### src/rtl/icache_fetch_if.sv
// Fetch-stage bus bundle: scheduler input, icache request/response, decode output, status.
// slave is the fetch stage's view; master is the surrounding pipeline's view.
interface icache_fetch_if #(
    parameter int unsigned NUM_WARPS   = 4,
    parameter int unsigned NUM_THREADS = 4,
    parameter int unsigned XLEN        = 32,
    parameter int unsigned UUID_WIDTH  = 44
);
    localparam int unsigned NW_WIDTH = (NUM_WARPS > 1) ? $clog2(NUM_WARPS) : 1;

    logic                   sched_valid;
    logic                   sched_ready;
    logic [NW_WIDTH-1:0]    sched_wid;
    logic [NUM_THREADS-1:0] sched_tmask;
    logic [XLEN-1:0]        sched_pc;
    logic [UUID_WIDTH-1:0]  sched_uuid;
    logic [NUM_WARPS-1:0]   ibuf_full;

    logic                   icache_req_valid;
    logic                   icache_req_ready;
    logic [XLEN-3:0]        icache_req_addr;
    logic [NW_WIDTH-1:0]    icache_req_tag;

    logic                   icache_rsp_valid;
    logic                   icache_rsp_ready;
    logic [31:0]            icache_rsp_data;
    logic [NW_WIDTH-1:0]    icache_rsp_tag;

    logic                   fetch_valid;
    logic                   fetch_ready;
    logic [NW_WIDTH-1:0]    fetch_wid;
    logic [NUM_THREADS-1:0] fetch_tmask;
    logic [XLEN-1:0]        fetch_pc;
    logic [UUID_WIDTH-1:0]  fetch_uuid;
    logic [31:0]            fetch_instr;

    logic                   err;
    logic                   busy;

    modport slave (
        input  sched_valid, sched_wid, sched_tmask, sched_pc, sched_uuid, ibuf_full,
        output sched_ready,
        output icache_req_valid, icache_req_addr, icache_req_tag,
        input  icache_req_ready,
        input  icache_rsp_valid, icache_rsp_data, icache_rsp_tag,
        output icache_rsp_ready,
        output fetch_valid, fetch_wid, fetch_tmask, fetch_pc, fetch_uuid, fetch_instr,
        input  fetch_ready,
        output err, busy
    );

    modport master (
        output sched_valid, sched_wid, sched_tmask, sched_pc, sched_uuid, ibuf_full,
        input  sched_ready,
        input  icache_req_valid, icache_req_addr, icache_req_tag,
        output icache_req_ready,
        output icache_rsp_valid, icache_rsp_data, icache_rsp_tag,
        input  icache_rsp_ready,
        input  fetch_valid, fetch_wid, fetch_tmask, fetch_pc, fetch_uuid, fetch_instr,
        output fetch_ready,
        input  err, busy
    );
endinterface

### src/rtl/icache_fetch.sv
// Instruction fetch stage: issues one icache word fetch per scheduled warp, parks the
// warp's metadata until the tagged response returns, then emits the fetched instruction.
// At most one fetch in flight per warp; responses may return in any order.
module icache_fetch #(
    parameter int unsigned NUM_WARPS   = 4,
    parameter int unsigned NUM_THREADS = 4,
    parameter int unsigned XLEN        = 32,
    parameter int unsigned UUID_WIDTH  = 44
) (
    input logic           clk,
    input logic           reset,
    icache_fetch_if.slave bus
);
    localparam int unsigned NW_WIDTH = (NUM_WARPS > 1) ? $clog2(NUM_WARPS) : 1;

    logic                   req_valid_q;
    logic [XLEN-3:0]        req_addr_q;
    logic [NW_WIDTH-1:0]    req_tag_q;

    logic [NUM_WARPS-1:0]   pending_q, pending_d;
    logic [NUM_THREADS-1:0] meta_tmask_q [NUM_WARPS];
    logic [XLEN-1:0]        meta_pc_q    [NUM_WARPS];
    logic [UUID_WIDTH-1:0]  meta_uuid_q  [NUM_WARPS];

    logic                   fetch_valid_q;
    logic [NW_WIDTH-1:0]    fetch_wid_q;
    logic [NUM_THREADS-1:0] fetch_tmask_q;
    logic [XLEN-1:0]        fetch_pc_q;
    logic [UUID_WIDTH-1:0]  fetch_uuid_q;
    logic [31:0]            fetch_instr_q;

    logic                   err_q;

    logic sched_fire, req_fire, rsp_fire, rsp_hit, fetch_fire;

    // Request slot is free if empty or draining this cycle (no bubble between requests).
    assign bus.sched_ready = (~req_valid_q | bus.icache_req_ready)
                           & ~pending_q[bus.sched_wid]
                           & ~bus.ibuf_full[bus.sched_wid];
    assign bus.icache_rsp_ready = ~fetch_valid_q | bus.fetch_ready;

    assign sched_fire = bus.sched_valid & bus.sched_ready;
    assign req_fire   = req_valid_q & bus.icache_req_ready;
    assign rsp_fire   = bus.icache_rsp_valid & bus.icache_rsp_ready;
    assign rsp_hit    = rsp_fire & pending_q[bus.icache_rsp_tag];
    assign fetch_fire = fetch_valid_q & bus.fetch_ready;

    assign bus.icache_req_valid = req_valid_q;
    assign bus.icache_req_addr  = req_addr_q;
    assign bus.icache_req_tag   = req_tag_q;

    assign bus.fetch_valid = fetch_valid_q;
    assign bus.fetch_wid   = fetch_wid_q;
    assign bus.fetch_tmask = fetch_tmask_q;
    assign bus.fetch_pc    = fetch_pc_q;
    assign bus.fetch_uuid  = fetch_uuid_q;
    assign bus.fetch_instr = fetch_instr_q;

    assign bus.err  = err_q;
    assign bus.busy = req_valid_q | fetch_valid_q | (|pending_q);

    // Request register: load on accept, otherwise drop once the cache takes it.
    always_ff @(posedge clk) begin
        if (reset) begin
            req_valid_q <= 1'b0;
            req_addr_q  <= '0;
            req_tag_q   <= '0;
        end else if (sched_fire) begin
            req_valid_q <= 1'b1;
            req_addr_q  <= bus.sched_pc[XLEN-1:2];
            req_tag_q   <= bus.sched_wid;
        end else if (req_fire) begin
            req_valid_q <= 1'b0;
        end
    end

    // Pending set/clear never target the same warp in one cycle (accept needs pending=0).
    always_comb begin
        pending_d = pending_q;
        if (rsp_hit) begin
            pending_d[bus.icache_rsp_tag] = 1'b0;
        end
        if (sched_fire) begin
            pending_d[bus.sched_wid] = 1'b1;
        end
    end

    // Pending flags per warp.
    always_ff @(posedge clk) begin
        if (reset) begin
            pending_q <= '0;
        end else begin
            pending_q <= pending_d;
        end
    end

    // Metadata table, written at accept, read when the matching response returns.
    always_ff @(posedge clk) begin
        if (reset) begin
            for (int unsigned i = 0; i < NUM_WARPS; i++) begin
                meta_tmask_q[i] <= '0;
                meta_pc_q[i]    <= '0;
                meta_uuid_q[i]  <= '0;
            end
        end else if (sched_fire) begin
            meta_tmask_q[bus.sched_wid] <= bus.sched_tmask;
            meta_pc_q[bus.sched_wid]    <= bus.sched_pc;
            meta_uuid_q[bus.sched_wid]  <= bus.sched_uuid;
        end
    end

    // Output register: load on a matching response, clear when decode takes it.
    always_ff @(posedge clk) begin
        if (reset) begin
            fetch_valid_q <= 1'b0;
            fetch_wid_q   <= '0;
            fetch_tmask_q <= '0;
            fetch_pc_q    <= '0;
            fetch_uuid_q  <= '0;
            fetch_instr_q <= '0;
        end else if (rsp_hit) begin
            fetch_valid_q <= 1'b1;
            fetch_wid_q   <= bus.icache_rsp_tag;
            fetch_tmask_q <= meta_tmask_q[bus.icache_rsp_tag];
            fetch_pc_q    <= meta_pc_q[bus.icache_rsp_tag];
            fetch_uuid_q  <= meta_uuid_q[bus.icache_rsp_tag];
            fetch_instr_q <= bus.icache_rsp_data;
        end else if (fetch_fire) begin
            fetch_valid_q <= 1'b0;
        end
    end

    // Sticky error: a response arrived for a warp with nothing in flight.
    always_ff @(posedge clk) begin
        if (reset) begin
            err_q <= 1'b0;
        end else if (rsp_fire & ~rsp_hit) begin
            err_q <= 1'b1;
        end
    end
endmodule

### src/flat_wrapper.sv
// flat-port wrapper written by rule: the top's interface ports become plain ports
module icache_fetch_flat 
#(
    parameter int unsigned NUM_WARPS   = 4,
    parameter int unsigned NUM_THREADS = 4,
    parameter int unsigned XLEN        = 32,
    parameter int unsigned UUID_WIDTH  = 44
)
  (clk, reset, bus_sched_valid, bus_sched_wid, bus_sched_tmask, bus_sched_pc, bus_sched_uuid, bus_ibuf_full, bus_sched_ready, bus_icache_req_valid, bus_icache_req_addr, bus_icache_req_tag, bus_icache_req_ready, bus_icache_rsp_valid, bus_icache_rsp_data, bus_icache_rsp_tag, bus_icache_rsp_ready, bus_fetch_valid, bus_fetch_wid, bus_fetch_tmask, bus_fetch_pc, bus_fetch_uuid, bus_fetch_instr, bus_fetch_ready, bus_err, bus_busy);
  icache_fetch_if #(.NUM_WARPS(NUM_WARPS), .NUM_THREADS(NUM_THREADS), .XLEN(XLEN), .UUID_WIDTH(UUID_WIDTH)) bus_i ();
  input logic clk;
  input logic reset;
  input wire logic [$bits(bus_i.sched_valid)-1:0] bus_sched_valid;
  input wire logic [$bits(bus_i.sched_wid)-1:0] bus_sched_wid;
  input wire logic [$bits(bus_i.sched_tmask)-1:0] bus_sched_tmask;
  input wire logic [$bits(bus_i.sched_pc)-1:0] bus_sched_pc;
  input wire logic [$bits(bus_i.sched_uuid)-1:0] bus_sched_uuid;
  input wire logic [$bits(bus_i.ibuf_full)-1:0] bus_ibuf_full;
  output wire logic [$bits(bus_i.sched_ready)-1:0] bus_sched_ready;
  output wire logic [$bits(bus_i.icache_req_valid)-1:0] bus_icache_req_valid;
  output wire logic [$bits(bus_i.icache_req_addr)-1:0] bus_icache_req_addr;
  output wire logic [$bits(bus_i.icache_req_tag)-1:0] bus_icache_req_tag;
  input wire logic [$bits(bus_i.icache_req_ready)-1:0] bus_icache_req_ready;
  input wire logic [$bits(bus_i.icache_rsp_valid)-1:0] bus_icache_rsp_valid;
  input wire logic [$bits(bus_i.icache_rsp_data)-1:0] bus_icache_rsp_data;
  input wire logic [$bits(bus_i.icache_rsp_tag)-1:0] bus_icache_rsp_tag;
  output wire logic [$bits(bus_i.icache_rsp_ready)-1:0] bus_icache_rsp_ready;
  output wire logic [$bits(bus_i.fetch_valid)-1:0] bus_fetch_valid;
  output wire logic [$bits(bus_i.fetch_wid)-1:0] bus_fetch_wid;
  output wire logic [$bits(bus_i.fetch_tmask)-1:0] bus_fetch_tmask;
  output wire logic [$bits(bus_i.fetch_pc)-1:0] bus_fetch_pc;
  output wire logic [$bits(bus_i.fetch_uuid)-1:0] bus_fetch_uuid;
  output wire logic [$bits(bus_i.fetch_instr)-1:0] bus_fetch_instr;
  input wire logic [$bits(bus_i.fetch_ready)-1:0] bus_fetch_ready;
  output wire logic [$bits(bus_i.err)-1:0] bus_err;
  output wire logic [$bits(bus_i.busy)-1:0] bus_busy;
  assign bus_i.sched_valid = bus_sched_valid;
  assign bus_i.sched_wid = bus_sched_wid;
  assign bus_i.sched_tmask = bus_sched_tmask;
  assign bus_i.sched_pc = bus_sched_pc;
  assign bus_i.sched_uuid = bus_sched_uuid;
  assign bus_i.ibuf_full = bus_ibuf_full;
  assign bus_sched_ready = bus_i.sched_ready;
  assign bus_icache_req_valid = bus_i.icache_req_valid;
  assign bus_icache_req_addr = bus_i.icache_req_addr;
  assign bus_icache_req_tag = bus_i.icache_req_tag;
  assign bus_i.icache_req_ready = bus_icache_req_ready;
  assign bus_i.icache_rsp_valid = bus_icache_rsp_valid;
  assign bus_i.icache_rsp_data = bus_icache_rsp_data;
  assign bus_i.icache_rsp_tag = bus_icache_rsp_tag;
  assign bus_icache_rsp_ready = bus_i.icache_rsp_ready;
  assign bus_fetch_valid = bus_i.fetch_valid;
  assign bus_fetch_wid = bus_i.fetch_wid;
  assign bus_fetch_tmask = bus_i.fetch_tmask;
  assign bus_fetch_pc = bus_i.fetch_pc;
  assign bus_fetch_uuid = bus_i.fetch_uuid;
  assign bus_fetch_instr = bus_i.fetch_instr;
  assign bus_i.fetch_ready = bus_fetch_ready;
  assign bus_err = bus_i.err;
  assign bus_busy = bus_i.busy;
  icache_fetch #(.NUM_WARPS(NUM_WARPS), .NUM_THREADS(NUM_THREADS), .XLEN(XLEN), .UUID_WIDTH(UUID_WIDTH)) u_core (.clk(clk), .reset(reset), .bus(bus_i));
endmodule
### config.mk
export PLATFORM = sky130hd
export DESIGN_NAME = icache_fetch_flat
export DESIGN_NICKNAME = d
export VERILOG_FILES = /design/src/rtl/icache_fetch_if.sv /design/src/rtl/icache_fetch.sv /design/src/flat_wrapper.sv
export SDC_FILE = /design/constraint.sdc
export NUM_CORES = 1
export LEC_CHECK = 0
export BUFFER_PORTS_ARGS = -buffer_cell sky130_fd_sc_hd__buf_2
export CORE_UTILIZATION = 24
export CTS_BUF_LIST = sky130_fd_sc_hd__clkbuf_8
export DETAILED_ROUTE_END_ITERATION = 7
export SLEW_MARGIN = 5
export SYNTH_ARGS = -nofsm -noshare
export SYNTH_HDL_FRONTEND = slang
export SYNTH_SLANG_ARGS = --single-unit
### constraint.sdc
create_clock -name clk -period 11.42 [get_ports clk]
set_clock_uncertainty 0.05 [all_clocks]
set_input_delay 2.284 -clock clk [delete_from_list [all_inputs] [get_ports clk]]
set_output_delay 2.284 -clock clk [all_outputs]
set_load 0.02 [all_outputs]
# == Yosys cells after proc, flatten, opt, wreduce, memory -nomap -nowiden ==
# Memories as Yosys holds them, arrays and structs flattened. A register that Yosys moved wholly into a read port is not among the register bits.
# Cells that the tools add are included.
# word_totals
regBits,73
ram_bits,320
inputBits,126
elab_cells,73
mem_count,3
# op_classes
order_cmp,4
n_mux,30
bitwise,20
reduce_logical,8
# mem_list
memory,words,width,rd,rd_ports_with_merged_regs,wr,line_no,source
u_core.meta_uuid_q,4,44,1,1,4,icache_fetch.sv:23,logic [UUID_WIDTH-1:0] meta_uuid_q [NUM_WARPS];
u_core.meta_pc_q,4,32,1,1,4,icache_fetch.sv:22,logic [XLEN-1:0] meta_pc_q [NUM_WARPS];
u_core.meta_tmask_q,4,4,1,1,4,icache_fetch.sv:21,logic [NUM_THREADS-1:0] meta_tmask_q [NUM_WARPS];
# op_table
cell,count
$mux W44,1
$reduce_or A44 Y1,1
$mux W32,1
$reduce_or A32 Y1,1
$mux W1,17
$mux W4,3
$and A1 B1 Y1,8
$reduce_or A4 Y1,2
$bmux W1 S2,3
$lt A2 B3 Y1 const B,2
$mux W2,3
$not A1 Y1,5
$and A4 B4 Y4,1
$demux W1 S2,2
$ge A2 B1 Y1 const B,2
$not A4 Y4,1
$or A1 B1 Y1,4
$or A4 B4 Y4,1
$reduce_bool A2 Y1,2
$logic_and A1 B1 Y1,2

# == Longest topological paths before layout ==
# Gate-level depths: netlist of the first run.
# depth
word_depth,11
mapped_depth,8

# == Worst setup path before layout of the first run ==
# OpenSTA, ideal clock, no wires.
# synth_path
path_kind,input -> output
from,input bus_sched_wid[1]
to,output bus_sched_ready
t_arrival_ns,3.965
path_slack_ns,5.121
stages,4
path_buffers,1
path_cell_list,buf_2 -> nor3_1 -> a211oi_2 -> a2111oi_0
# synth_between
elab_chain_len,5
word_cells_on_any_way,8
classes_between,mux (4); bitwise (4)
# synth_lines
element,line_no,source
start: declaration,flat_wrapper.sv:14,input wire logic [$bits(bus_i.sched_wid)-1:0] bus_sched_wid;
$bmux W1 S2,icache_fetch.sv:38,& ~pending_q[bus.sched_wid]
$mux W1 (not written as such),icache_fetch.sv:38,
$not A1 Y1,icache_fetch.sv:38,
$and A1 B1 Y1,icache_fetch.sv:38,
$and A1 B1 Y1 *,icache_fetch.sv:39,& ~bus.ibuf_full[bus.sched_wid];
end: declaration,flat_wrapper.sv:19,output wire logic [$bits(bus_i.sched_ready)-1:0] bus_sched_ready;
# Mark *: on every way between the ends. The rest lies on a longest branch, timed or not. The select of a mux whose other input is x is not followed.

# == Worst setup path after layout of the first run ==
# Ends and elaborated chain as after synthesis.

==> impl_metrics.xml, run 1 <==
<?xml version="1.0" encoding="UTF-8"?>
<metrics>
  <group name="pwr">
    <metric name="power.static_leakage" unit="nW">8.91</metric>
    <metric name="cellPowerDensity" unit="mW/mm^2">164</metric>
    <metric name="max-vdd-ir-drop" unit="mV">0.0756</metric>
  </group>
  <group name="placement">
    <metric name="buffer_ports.inserted" unit="">277</metric>
    <metric name="detailedPlacementHpwl" unit="mm">30.0</metric>
    <metric name="gpl.final_weighted_congestion" unit="">0.828</metric>
  </group>
  <group name="route">
    <metric name="detail_route.drc_violations" unit="">0</metric>
    <metric name="route.vias.total" unit="">12100</metric>
    <metric name="postRouteAntennaNets" unit="">0</metric>
    <metric name="wire_per_inst" unit="um">18.7</metric>
    <metric name="avgViaCountPerCell" unit="">4.32</metric>
    <metric name="drtIter0Drc" unit="">622</metric>
    <metric name="dr.pass1.iters" unit="">5</metric>
    <metric name="finalWirelength" unit="mm">52.3</metric>
  </group>
  <group name="synthesis">
    <metric name="yosys_warnings" unit="">0</metric>
    <metric name="post_synthesis_net_count" unit="">1525</metric>
    <metric name="synth-edff-count" unit="">320</metric>
    <metric name="synth-main-ff-cell" unit="">sky130_fd_sc_hd__edfxtp_1</metric>
    <metric name="postSynthRegisterBits" unit="">473</metric>
    <metric name="yosys.cell_types.count" unit="">38</metric>
    <metric name="mean_cell_area_of_the_mapped_netlist" unit="um^2">13.6</metric>
    <metric name="postSynth.asyncResetShare" unit="%">0</metric>
    <metric name="ys_seq_area_share" unit="%">66.7</metric>
    <metric name="synth.cell_area" unit="mm^2">0.0190</metric>
    <metric name="syn_inst_count" unit="">1399</metric>
  </group>
  <group name="global_route">
    <metric name="grt_start_max_net_pins" unit="">82</metric>
    <metric name="overflow" unit="">0</metric>
    <metric name="global_route.usage.total" unit="%">13.0</metric>
    <metric name="antenna_found_initial" unit="">11</metric>
    <metric name="first_global_vias" unit="">12800</metric>
    <metric name="wire_length_of_the_first_global_routing_pass" unit="mm">78.1</metric>
  </group>
  <group name="clocking">
    <metric name="htreeDepth" unit="">3</metric>
    <metric name="clock_latency_reported_for_the_late_side_of_the_worst_skew_pair" unit="ns">0.67</metric>
    <metric name="clock_sink_count" unit="">473</metric>
    <metric name="cts_buffer_depth" unit="">3</metric>
    <metric name="cts-buffers-inserted" unit="">87</metric>
    <metric name="path_clk_slew" unit="ns">0.05</metric>
    <metric name="cts_tree" unit="">built</metric>
    <metric name="root_buffer" unit="">sky130_fd_sc_hd__clkbuf_8</metric>
    <metric name="hold_buffers" unit="">0</metric>
    <metric name="post-cts-setup-buffer-count" unit="">0</metric>
    <metric name="cts-resized-gates" unit="">0</metric>
  </group>
  <group name="sta">
    <metric name="min_period" unit="ns">6.03</metric>
    <metric name="timing_max_transition_violations_final" unit="">0</metric>
    <metric name="layout_worst_path_cycle_share" unit="%">52.8</metric>
    <metric name="finalHoldViolations" unit="">0</metric>
    <metric name="setup_viol" unit="">0</metric>
    <metric name="grt_setup_unrepaired" unit="">no</metric>
    <metric name="max-slew-margin-rel" unit="%">29.4</metric>
    <metric name="peak_freq" unit="MHz">166</metric>
    <metric name="worstMarginPinSlew" unit="ns">1.06</metric>
    <metric name="final_tns_setup" unit="ns">0</metric>
  </group>
  <group name="worst_setup_path">
    <metric name="reg2reg_setup_slack" unit="ns">7.21</metric>
    <metric name="required_time_of_the_worst_setup_path" unit="ns">9.09</metric>
    <metric name="worst-path-max-fanout" unit="">10</metric>
    <metric name="critical_path_class" unit="">primary input to primary output</metric>
    <metric name="worstSetupEndpointType" unit="">primary output</metric>
    <metric name="rr_worst_depth" unit="">6</metric>
    <metric name="rr_startpoint" unit="">u_core.pending_q[1]</metric>
    <metric name="cp-start-kind" unit="">primary input</metric>
    <metric name="worstReg2RegEnd" unit="">u_core.meta_uuid_q[2][6]</metric>
    <metric name="timing.critical_path.arrival" unit="ns">3.70</metric>
  </group>
  <group name="final_layout">
    <metric name="final_core_util" unit="%">29.8</metric>
    <metric name="seqCellArea" unit="mm^2">0.0127</metric>
    <metric name="final_layout_size_suffix_gt1_share" unit="%">29.1</metric>
    <metric name="layout.filler_cells" unit="">7903</metric>
    <metric name="area_growth" unit="%">22.0</metric>
    <metric name="multi_input_comb_area" unit="mm^2">0.00594</metric>
    <metric name="fin_nets" unit="">1806</metric>
  </group>
  <group name="hold_path">
    <metric name="hold_path_startpoint" unit="">u_core.bus.fetch_instr[26]</metric>
    <metric name="hold_path_class" unit="">flip-flop to flip-flop</metric>
    <metric name="timing.hold.worst_path_depth" unit="">2</metric>
    <metric name="worst_hold_path.endpoint" unit="">u_core.bus.fetch_instr[26]</metric>
  </group>
  <group name="floorplanning">
    <metric name="io-pin-count" unit="">278</metric>
    <metric name="chipWidth" unit="um">283</metric>
    <metric name="starting_utilization_of_the_core_area" unit="%">24.4</metric>
    <metric name="fp.dieArea" unit="mm^2">0.0803</metric>
    <metric name="die_height" unit="um">283</metric>
    <metric name="fp-row-count" unit="">102</metric>
    <metric name="placeableCoreArea" unit="mm^2">0.0778</metric>
  </group>
  <group name="run_status">
    <metric name="status" unit="">finished clean</metric>
  </group>
  <group name="flow_run">
    <metric name="drv_cap" unit="">0</metric>
  </group>
</metrics>
-- layout by cell type, fill, tap and decap left out, drive strengths merged, types with 3 or more instances in the layout --
cell type    n
a22o        30
clkinvlp     4
nand4        3
clkbuf     102
clkinv      18
and2       317
and3         5
a21oi      117
nand2      233
inv         38
nand3        3
edfxtp     320
bufinv       3
dfxtp      153
buf        292
nor2b        3
nor3         3
or2          4
mux4        81
nor2         3
nand2b       3
-- flip-flops by register name, indices dropped and copies added (netlist names) --
name and cells:
u_core.bus.fetch_uuid 44, u_core.meta_tmask_q 16, u_core.bus.icache_req_addr 30, u_core.bus.fetch_pc 32
u_core.meta_uuid_q 176, u_core.bus.err 1, u_core.bus.icache_req_valid 1, u_core.bus.icache_req_tag 2
u_core.bus.fetch_instr 32, u_core.pending_q 4, u_core.bus.fetch_tmask 4, u_core.bus.fetch_valid 1
u_core.bus.fetch_wid 2, u_core.meta_pc_q 128
-- layout make-up --
type / instances / area share (%)
inverters: 2 / 0.0324
diodes: 1 / 0.0108
clock inverters: 61 / 1.53
repair buffers: 292 / 6.51
clock buffers: 102 / 6.05
flip-flops and latches: 473 / 54.6
multi-input cells: 824 / 25.6
well taps: 1040 / 5.61
-- Yosys cell counts (2+ instances only) --
| library cell | number | share of area [%] |
|---|---|---|
| sky130_fd_sc_hd__and3_1 | 5 | 0.16 |
| sky130_fd_sc_hd__nand4_1 | 3 | 0.099 |
| sky130_fd_sc_hd__nor3_4 | 2 | 0.17 |
| sky130_fd_sc_hd__or2_2 | 4 | 0.13 |
| sky130_fd_sc_hd__clkbuf_1 | 54 | 1.1 |
| sky130_fd_sc_hd__nand2_1 | 233 | 4.6 |
| sky130_fd_sc_hd__a22o_1 | 30 | 1.4 |
| sky130_fd_sc_hd__o21a_1 | 2 | 0.079 |
| sky130_fd_sc_hd__mux4_2 | 81 | 9.6 |
| sky130_fd_sc_hd__clkbuf_2 | 16 | 0.42 |
| sky130_fd_sc_hd__edfxtp_1 | 320 | 51 |
| sky130_fd_sc_hd__buf_1 | 5 | 0.099 |
| sky130_fd_sc_hd__nand3_1 | 3 | 0.079 |
| sky130_fd_sc_hd__dfxtp_1 | 153 | 16 |
| sky130_fd_sc_hd__nor2_1 | 3 | 0.059 |
| sky130_fd_sc_hd__nand4b_1 | 2 | 0.092 |
| sky130_fd_sc_hd__a31o_2 | 2 | 0.092 |
| sky130_fd_sc_hd__buf_2 | 24 | 0.63 |
| sky130_fd_sc_hd__nor2b_1 | 3 | 0.099 |
| sky130_fd_sc_hd__nand2b_1 | 3 | 0.099 |
| sky130_fd_sc_hd__and2_1 | 317 | 10 |
| sky130_fd_sc_hd__a21oi_1 | 117 | 3.1 |
| sky130_fd_sc_hd__o21ai_0 | 2 | 0.053 |
-- worst max-delay path, stage by stage --
cell	delay (ns)
sky130_fd_sc_hd__buf_2	0.21
sky130_fd_sc_hd__nor3_1	0.12
sky130_fd_sc_hd__a211oi_2	0.68
sky130_fd_sc_hd__a2111oi_0	0.19
sky130_fd_sc_hd__buf_2	0.22
-- metal layers --
layer / wire (um) / part of all wire, % / track usage (%) / vias up
met5: 80 / 0.15 / 0 / -
met4: 1160 / 2.2 / 4.53 / 12
met3: 3370 / 6.4 / 3.69 / 93
met2: 24500 / 47 / 21.6 / 367
met1: 23200 / 44 / 16.1 / 6045
li1: - / - / - / 5553
-- metrics by stage --
step | power, W | instance area, um^2 | instances | setup WS, ns | hold WS (ns)
after global placement | 0.00224 | 21400 | 2631 | 5.13 | 0.388
after CTS | 0.00388 | 23200 | 2794 | 5.37 | 0.401
after detailed placement | 0.00225 | 21400 | 2631 | 5.11 | 0.393
after floorplan | 0.00213 | 19000 | 1399 | 5.12 | 0.418
after global routing | 0.00397 | 23200 | 2795 | 5.19 | 0.421
final | 0.00381 | 23200 | 2795 | 5.39 | 0.400
-- worst max-delay path by stage --
stage	startpoint	end	cells after the start
floorplan	bus_sched_wid[1]	bus_sched_ready	4
global placement	bus_ibuf_full[1]	u_core.meta_uuid_q[2][13]	7
detailed placement	bus_ibuf_full[1]	u_core.meta_uuid_q[2][11]	7
CTS	bus_sched_wid[1]	bus_sched_ready	5
global route	bus_sched_wid[1]	bus_sched_ready	5
finish	bus_sched_wid[1]	bus_sched_ready	5
-- logic make-up after synthesis --
kind of cell / synth area share (%)
AO/OA/AOI/OAI: 5.08
flip-flops: 66.7
AND/OR/NAND/NOR: 16.3
multiplexers: 9.66
buffers and inverters: 2.30
-- where the power goes --
part           internal, W  switching (W)
sequential         0.00191      0.0000232
combinational     0.000100       0.000168
clock             0.000885       0.000721
(Power assumes the default switching activity.)
==> run 2: changes to the inputs <==
==> constraint.sdc (replaced) <==
create_clock -name clk -period 5.8 [get_ports clk]
set_clock_uncertainty 0.05 [all_clocks]
set_input_delay 1.16 -clock clk [delete_from_list [all_inputs] [get_ports clk]]
set_output_delay 1.16 -clock clk [all_outputs]
set_load 0.02 [all_outputs]
==> impl_metrics.xml, run 2 (synthesis results as in run 1) <==
<?xml version="1.0" encoding="UTF-8"?>
<metrics>
  <group name="run_status">
    <metric name="status" unit="">finished clean</metric>
  </group>
  <group name="route">
    <metric name="drtIter0Drc" unit="">636</metric>
    <metric name="wire_per_inst" unit="um">18.0</metric>
    <metric name="dr.pass1.iters" unit="">4</metric>
    <metric name="detail_route.drc_violations" unit="">0</metric>
    <metric name="detailroute.wirelength.met3" unit="mm">3.17</metric>
    <metric name="postRouteAntennaNets" unit="">0</metric>
    <metric name="dr_top_layer" unit="">met5</metric>
    <metric name="finalWirelength" unit="mm">50.5</metric>
    <metric name="route.vias.total" unit="">12000</metric>
    <metric name="avgViaCountPerCell" unit="">4.28</metric>
    <metric name="route.met2.wl" unit="mm">23.4</metric>
    <metric name="wl_met1" unit="mm">22.6</metric>
  </group>
  <group name="worst_setup_path">
    <metric name="cp-start-kind" unit="">primary input</metric>
    <metric name="rr_worst_depth" unit="">5</metric>
    <metric name="cpLargestDelayFamily" unit="">compound AO/OA/AOI/OAI gates</metric>
    <metric name="timing.critical_path.arrival" unit="ns">2.53</metric>
    <metric name="worst_path_largest_cell_delay" unit="ns">0.68</metric>
    <metric name="critical_path_class" unit="">primary input to primary output</metric>
    <metric name="worst-path-max-fanout" unit="">10</metric>
    <metric name="worstReg2RegEnd" unit="">u_core.meta_uuid_q[3][10]</metric>
    <metric name="rr_startpoint" unit="">u_core.pending_q[1]</metric>
    <metric name="path_cells" unit="">buf_2 -&gt; nor3_1 -&gt; a211oi_2 -&gt; a2111oi_0 -&gt; buf_2</metric>
    <metric name="crit_slowest_cell" unit="">sky130_fd_sc_hd__a211oi_2</metric>
    <metric name="required_time_of_the_worst_setup_path" unit="ns">4.59</metric>
    <metric name="reg2reg_setup_slack" unit="ns">2.65</metric>
    <metric name="worstSetupEndpointType" unit="">primary output</metric>
    <metric name="crit_path_frequent_cell" unit="">sky130_fd_sc_hd__buf_2</metric>
    <metric name="timing.critical_path.buf_inv" unit="">2</metric>
  </group>
  <group name="sta">
    <metric name="setup_viol" unit="">0</metric>
    <metric name="layout_worst_path_cycle_share" unit="%">64.5</metric>
    <metric name="min_period" unit="ns">3.74</metric>
    <metric name="grt_setup_unrepaired" unit="">no</metric>
    <metric name="peak_freq" unit="MHz">267</metric>
    <metric name="max-slew-margin-rel" unit="%">29.7</metric>
    <metric name="final_tns_setup" unit="ns">0</metric>
    <metric name="timing_max_transition_violations_final" unit="">0</metric>
    <metric name="finalHoldViolations" unit="">0</metric>
    <metric name="worstMarginPinSlew" unit="ns">1.05</metric>
  </group>
  <group name="placement">
    <metric name="gpl.final_weighted_congestion" unit="">0.794</metric>
    <metric name="detailedPlacementHpwl" unit="mm">29.7</metric>
    <metric name="buffer_ports.inserted" unit="">277</metric>
  </group>
  <group name="hold_path">
    <metric name="hold_path_class" unit="">flip-flop to flip-flop</metric>
    <metric name="hold_path_startpoint" unit="">u_core.bus.fetch_instr[20]</metric>
    <metric name="worst_hold_path.endpoint" unit="">u_core.bus.fetch_instr[20]</metric>
    <metric name="timing.hold.worst_path_depth" unit="">2</metric>
  </group>
  <group name="clocking">
    <metric name="clock_sink_count" unit="">473</metric>
    <metric name="path_clk_slew" unit="ns">0.05</metric>
    <metric name="cts-resized-gates" unit="">0</metric>
    <metric name="clock_latency_reported_for_the_late_side_of_the_worst_skew_pair" unit="ns">0.67</metric>
    <metric name="cts_buffer_depth" unit="">3</metric>
    <metric name="htreeDepth" unit="">3</metric>
    <metric name="hold_buffers" unit="">0</metric>
    <metric name="root_buffer" unit="">sky130_fd_sc_hd__clkbuf_8</metric>
    <metric name="cts-buffers-inserted" unit="">84</metric>
    <metric name="cts_tree" unit="">built</metric>
    <metric name="post-cts-setup-buffer-count" unit="">0</metric>
  </group>
  <group name="global_route">
    <metric name="grt_start_max_net_pins" unit="">115</metric>
    <metric name="first_global_vias" unit="">12700</metric>
    <metric name="global_route.usage.total" unit="%">12.6</metric>
    <metric name="antenna_found_initial" unit="">13</metric>
    <metric name="wire_length_of_the_first_global_routing_pass" unit="mm">76.7</metric>
    <metric name="overflow" unit="">0</metric>
  </group>
  <group name="final_layout">
    <metric name="final_layout_size_suffix_gt1_share" unit="%">29.5</metric>
    <metric name="layout.cells.most_common" unit="">sky130_fd_sc_hd__edfxtp_1</metric>
    <metric name="largest_register_ff_count" unit="">176</metric>
    <metric name="largest-register" unit="">u_core.meta_uuid_q</metric>
    <metric name="layout_common_cells" unit="">sky130_fd_sc_hd__edfxtp_1 (320), sky130_fd_sc_hd__and2_1 (317), sky130_fd_sc_hd__buf_2 (274)</metric>
    <metric name="area_growth" unit="%">22.6</metric>
    <metric name="fin_nets" unit="">1805</metric>
  </group>
  <group name="floorplanning">
    <metric name="fp.dieArea" unit="mm^2">0.0803</metric>
    <metric name="placeableCoreArea" unit="mm^2">0.0778</metric>
    <metric name="fp-row-count" unit="">102</metric>
    <metric name="chipWidth" unit="um">283</metric>
    <metric name="die_height" unit="um">283</metric>
    <metric name="io-pin-count" unit="">278</metric>
    <metric name="starting_utilization_of_the_core_area" unit="%">24.4</metric>
  </group>
  <group name="pwr">
    <metric name="power.static_leakage" unit="nW">8.93</metric>
    <metric name="cellPowerDensity" unit="mW/mm^2">324</metric>
    <metric name="post-layout-total-power" unit="W">0.00754</metric>
    <metric name="max-vdd-ir-drop" unit="mV">0.144</metric>
  </group>
  <group name="flow_run">
    <metric name="drv_cap" unit="">0</metric>
  </group>
</metrics>
[run 2: worst reg2reg max path, cell delays in order (launching register included)]
cell and delay, ns:
sky130_fd_sc_hd__dfxtp_1 0.33, sky130_fd_sc_hd__or2_2 0.34, sky130_fd_sc_hd__a2111oi_2 0.71, sky130_fd_sc_hd__nand3_1 0.25
sky130_fd_sc_hd__nand2_4 0.69, sky130_fd_sc_hd__buf_12 0.42
[run 2: per-layer routing]
metal	up-vias	track usage [%]
met4	14	4.74
met1	5925	16.1
met3	100	3.56
li1	5562	-
met5	-	0
met2	370	20.1
[run 2: cell type report]
type	instances	area, um^2
well taps	1040	1300
diodes	6	15.0
inverters	2	7.51
repair buffers	294	1590
clock buffers	101	1390
clock inverters	57	385
flip-flops and latches	473	12700
fillers	7956	54500
multi-input cells	824	5940
[run 2: worst max-delay path by stage]
stage	endpoint	cells past startpoint	slack, ns	from
3_3_place_gp	u_core.meta_uuid_q[3][9]	6	1.76	bus_ibuf_full[1]
3_5_place_dp	u_core.meta_uuid_q[3][15]	6	1.75	bus_ibuf_full[1]
2_1_floorplan	u_core.meta_pc_q[3][0]	4	1.49	bus_ibuf_full[1]
4_1_cts	bus_sched_ready	5	2.04	bus_sched_wid[1]
5_1_grt	bus_sched_ready	5	1.91	bus_sched_wid[1]
6_report	bus_sched_ready	5	2.06	bus_sched_wid[1]
[run 2: power by group]
part           internal [W]  switching (W)
registers           0.00376      0.0000457
clock network       0.00178        0.00142
logic              0.000204       0.000329
[run 2: metrics by stage]
stage          hold slack (ns)  instances  area [um^2]  util [%]  setup WS, ns
2_1_floorplan            0.418       1399        19000         -          1.49
3_3_place_gp             0.388       2633        21500      27.6          1.76
3_5_place_dp             0.394       2633        21500      27.6          1.75
4_1_cts                  0.402       2791        23300      29.9          2.04
5_1_grt                  0.418       2796        23300      29.9          1.91
6_report                 0.401       2797        23300      29.9          2.06
==> run 3: changes to the inputs <==
==> constraint.sdc (replaced) <==
create_clock -name clk -period 3.32 [get_ports clk]
set_clock_uncertainty 0.05 [all_clocks]
set_input_delay 0.664 -clock clk [delete_from_list [all_inputs] [get_ports clk]]
set_output_delay 0.664 -clock clk [all_outputs]
set_load 0.02 [all_outputs]
==> impl_metrics.xml, run 3 (synthesis results as in run 1) <==
<?xml version="1.0" encoding="UTF-8"?>
<metrics>
  <group name="run_status">
    <metric name="status" unit="">finished clean</metric>
  </group>
  <group name="sta">
    <metric name="timing_max_transition_violations_final" unit="">0</metric>
    <metric name="peak_freq" unit="MHz">323</metric>
    <metric name="setup_viol" unit="">0</metric>
    <metric name="worstMarginPinSlew" unit="ns">0.976</metric>
    <metric name="final_tns_setup" unit="ns">0</metric>
    <metric name="min_period" unit="ns">3.10</metric>
    <metric name="layout_worst_path_cycle_share" unit="%">93.3</metric>
    <metric name="finalHoldViolations" unit="">0</metric>
    <metric name="max-slew-margin-rel" unit="%">34.9</metric>
    <metric name="grt_setup_unrepaired" unit="">no</metric>
  </group>
  <group name="worst_setup_path">
    <metric name="critical_path_class" unit="">flip-flop to primary output</metric>
    <metric name="reg2reg_setup_slack" unit="ns">0.77</metric>
    <metric name="timing.critical_path.arrival" unit="ns">2.38</metric>
    <metric name="cp-start-kind" unit="">flip-flop</metric>
    <metric name="worst-path-max-fanout" unit="">5</metric>
    <metric name="required_time_of_the_worst_setup_path" unit="ns">2.61</metric>
    <metric name="worstReg2RegEnd" unit="">u_core.meta_pc_q[2][6]</metric>
    <metric name="rr_worst_depth" unit="">5</metric>
    <metric name="worstSetupEndpointType" unit="">primary output</metric>
    <metric name="timing.critical_path.to" unit="">bus_sched_ready</metric>
    <metric name="timing.critical_path.from" unit="">u_core.pending_q[2]</metric>
    <metric name="rr_startpoint" unit="">u_core.pending_q[1]</metric>
  </group>
  <group name="pwr">
    <metric name="cellPowerDensity" unit="mW/mm^2">545</metric>
    <metric name="power.static_leakage" unit="nW">9.03</metric>
    <metric name="max-vdd-ir-drop" unit="mV">0.271</metric>
    <metric name="post-layout-total-power" unit="W">0.0128</metric>
  </group>
  <group name="placement">
    <metric name="buffer_ports.inserted" unit="">277</metric>
    <metric name="dp_cells" unit="">2650</metric>
    <metric name="gpl.final_weighted_congestion" unit="">0.828</metric>
    <metric name="placed_area" unit="mm^2">0.0218</metric>
    <metric name="detailedPlacementHpwl" unit="mm">31.4</metric>
  </group>
  <group name="final_layout">
    <metric name="layout_common_cells" unit="">sky130_fd_sc_hd__edfxtp_1 (320), sky130_fd_sc_hd__and2_1 (317), sky130_fd_sc_hd__buf_2 (274)</metric>
    <metric name="fin_nets" unit="">1822</metric>
    <metric name="area_growth" unit="%">23.2</metric>
    <metric name="final_cell_area" unit="mm^2">0.0234</metric>
    <metric name="largest-register" unit="">u_core.meta_uuid_q</metric>
    <metric name="final_layout_size_suffix_gt1_share" unit="%">29.4</metric>
    <metric name="largest_register_ff_count" unit="">176</metric>
    <metric name="post_layout_nonfiller_instances" unit="">2807</metric>
    <metric name="layout.cells.most_common" unit="">sky130_fd_sc_hd__edfxtp_1</metric>
  </group>
  <group name="global_route">
    <metric name="global_route.usage.total" unit="%">13.0</metric>
    <metric name="first_global_vias" unit="">12900</metric>
    <metric name="wire_length_of_the_first_global_routing_pass" unit="mm">78.9</metric>
    <metric name="antenna_found_initial" unit="">8</metric>
    <metric name="grt_start_max_net_pins" unit="">86</metric>
    <metric name="overflow" unit="">0</metric>
  </group>
  <group name="hold_path">
    <metric name="hold_path_class" unit="">primary input to flip-flop</metric>
    <metric name="timing.hold.worst_path_depth" unit="">3</metric>
  </group>
  <group name="route">
    <metric name="drtIter0Drc" unit="">693</metric>
    <metric name="wire_per_inst" unit="um">18.8</metric>
    <metric name="dr.pass1.iters" unit="">5</metric>
    <metric name="route.vias.total" unit="">12100</metric>
    <metric name="avgViaCountPerCell" unit="">4.31</metric>
    <metric name="finalWirelength" unit="mm">52.7</metric>
    <metric name="postRouteAntennaNets" unit="">0</metric>
    <metric name="detail_route.drc_violations" unit="">0</metric>
  </group>
  <group name="clocking">
    <metric name="hold_buffers" unit="">0</metric>
    <metric name="clock_latency_reported_for_the_late_side_of_the_worst_skew_pair" unit="ns">0.68</metric>
    <metric name="htreeDepth" unit="">3</metric>
    <metric name="root_buffer" unit="">sky130_fd_sc_hd__clkbuf_8</metric>
    <metric name="cts-resized-gates" unit="">0</metric>
    <metric name="cts_buffer_depth" unit="">3</metric>
    <metric name="path_clk_slew" unit="ns">0.06</metric>
    <metric name="clock_sink_count" unit="">473</metric>
    <metric name="cts_tree" unit="">built</metric>
    <metric name="post-cts-setup-buffer-count" unit="">0</metric>
    <metric name="cts-buffers-inserted" unit="">84</metric>
  </group>
  <group name="floorplanning">
    <metric name="chipWidth" unit="um">283</metric>
    <metric name="die_height" unit="um">283</metric>
    <metric name="starting_utilization_of_the_core_area" unit="%">24.4</metric>
    <metric name="fp.dieArea" unit="mm^2">0.0803</metric>
    <metric name="io-pin-count" unit="">278</metric>
    <metric name="placeableCoreArea" unit="mm^2">0.0778</metric>
    <metric name="fp-row-count" unit="">102</metric>
  </group>
  <group name="flow_run">
    <metric name="drv_cap" unit="">0</metric>
  </group>
</metrics>
-- run 3: changes by cell type in the layout (fill, tap and decap cells not counted), sizes merged --
| cell | previous run | this run |
|---|---|---|
| buf | 294 | 311 |
| inv | 34 | 42 |
| clkbuf | 101 | 94 |
| clkinv | 16 | 21 |
| diode | 6 | 1 |
| bufinv | 4 | 0 |
| clkinvlp | 5 | 1 |
-- run 3: final cells by class --
type / count / area, um^2
repair buffers: 311 / 1890
clock buffers: 94 / 1290
well taps: 1040 / 1300
clock inverters: 62 / 312
diodes: 1 / 2.50
multi-input cells: 824 / 5940
flip-flops and latches: 473 / 12700
fillers: 7853 / 54400
inverters: 2 / 7.51
-- run 3: worst max-delay path, cell delays in order, from the launching register on --
cell                        delay, ns
sky130_fd_sc_hd__dfxtp_1         0.45
sky130_fd_sc_hd__nor2_1          0.12
sky130_fd_sc_hd__a211oi_2        0.75
sky130_fd_sc_hd__a2111oi_0       0.18
sky130_fd_sc_hd__buf_2           0.22
-- run 3: power by group --
group          internal (W)  total (W)  switching, W
combinational      0.000390   0.000971      0.000581
sequential          0.00657    0.00666     0.0000833
clock               0.00264    0.00514       0.00250
-- run 3: metrics by stage --
step	setup slack, ns	utilization, %	hold slack [ns]
6_report	0.223	30.1	0.176
5_1_grt	0.108	30.1	0.136
4_1_cts	0.166	30.1	0.0906
3_5_place_dp	0.407	28.0	0.393
3_3_place_gp	0.406	28.0	0.389
2_1_floorplan	0.189	-	0.418
-- run 3: worst min path at each step --
| stage | startpoint | end | slack (ns) |
|---|---|---|---|
| after floorplan | u_core.pending_q[3] | u_core.pending_q[3] | 0.42 |
| after global placement | u_core.bus.fetch_instr[16] | u_core.bus.fetch_instr[16] | 0.39 |
| after detailed placement | u_core.bus.fetch_uuid[7] | u_core.bus.fetch_uuid[7] | 0.39 |
| after CTS | bus_icache_rsp_data[25] | u_core.bus.fetch_instr[25] | 0.09 |
| after global routing | bus_icache_rsp_data[16] | u_core.bus.fetch_instr[16] | 0.14 |
| final | bus_icache_rsp_data[25] | u_core.bus.fetch_instr[25] | 0.18 |
-- run 3: layer usage --
metal,global-route usage (%),wire length (um),part of all wire (%)
met5,0,54,0.10
met4,4.61,1090,2.1
met3,3.24,3140,6.0
met2,21.6,25100,48
met1,16.5,23300,44
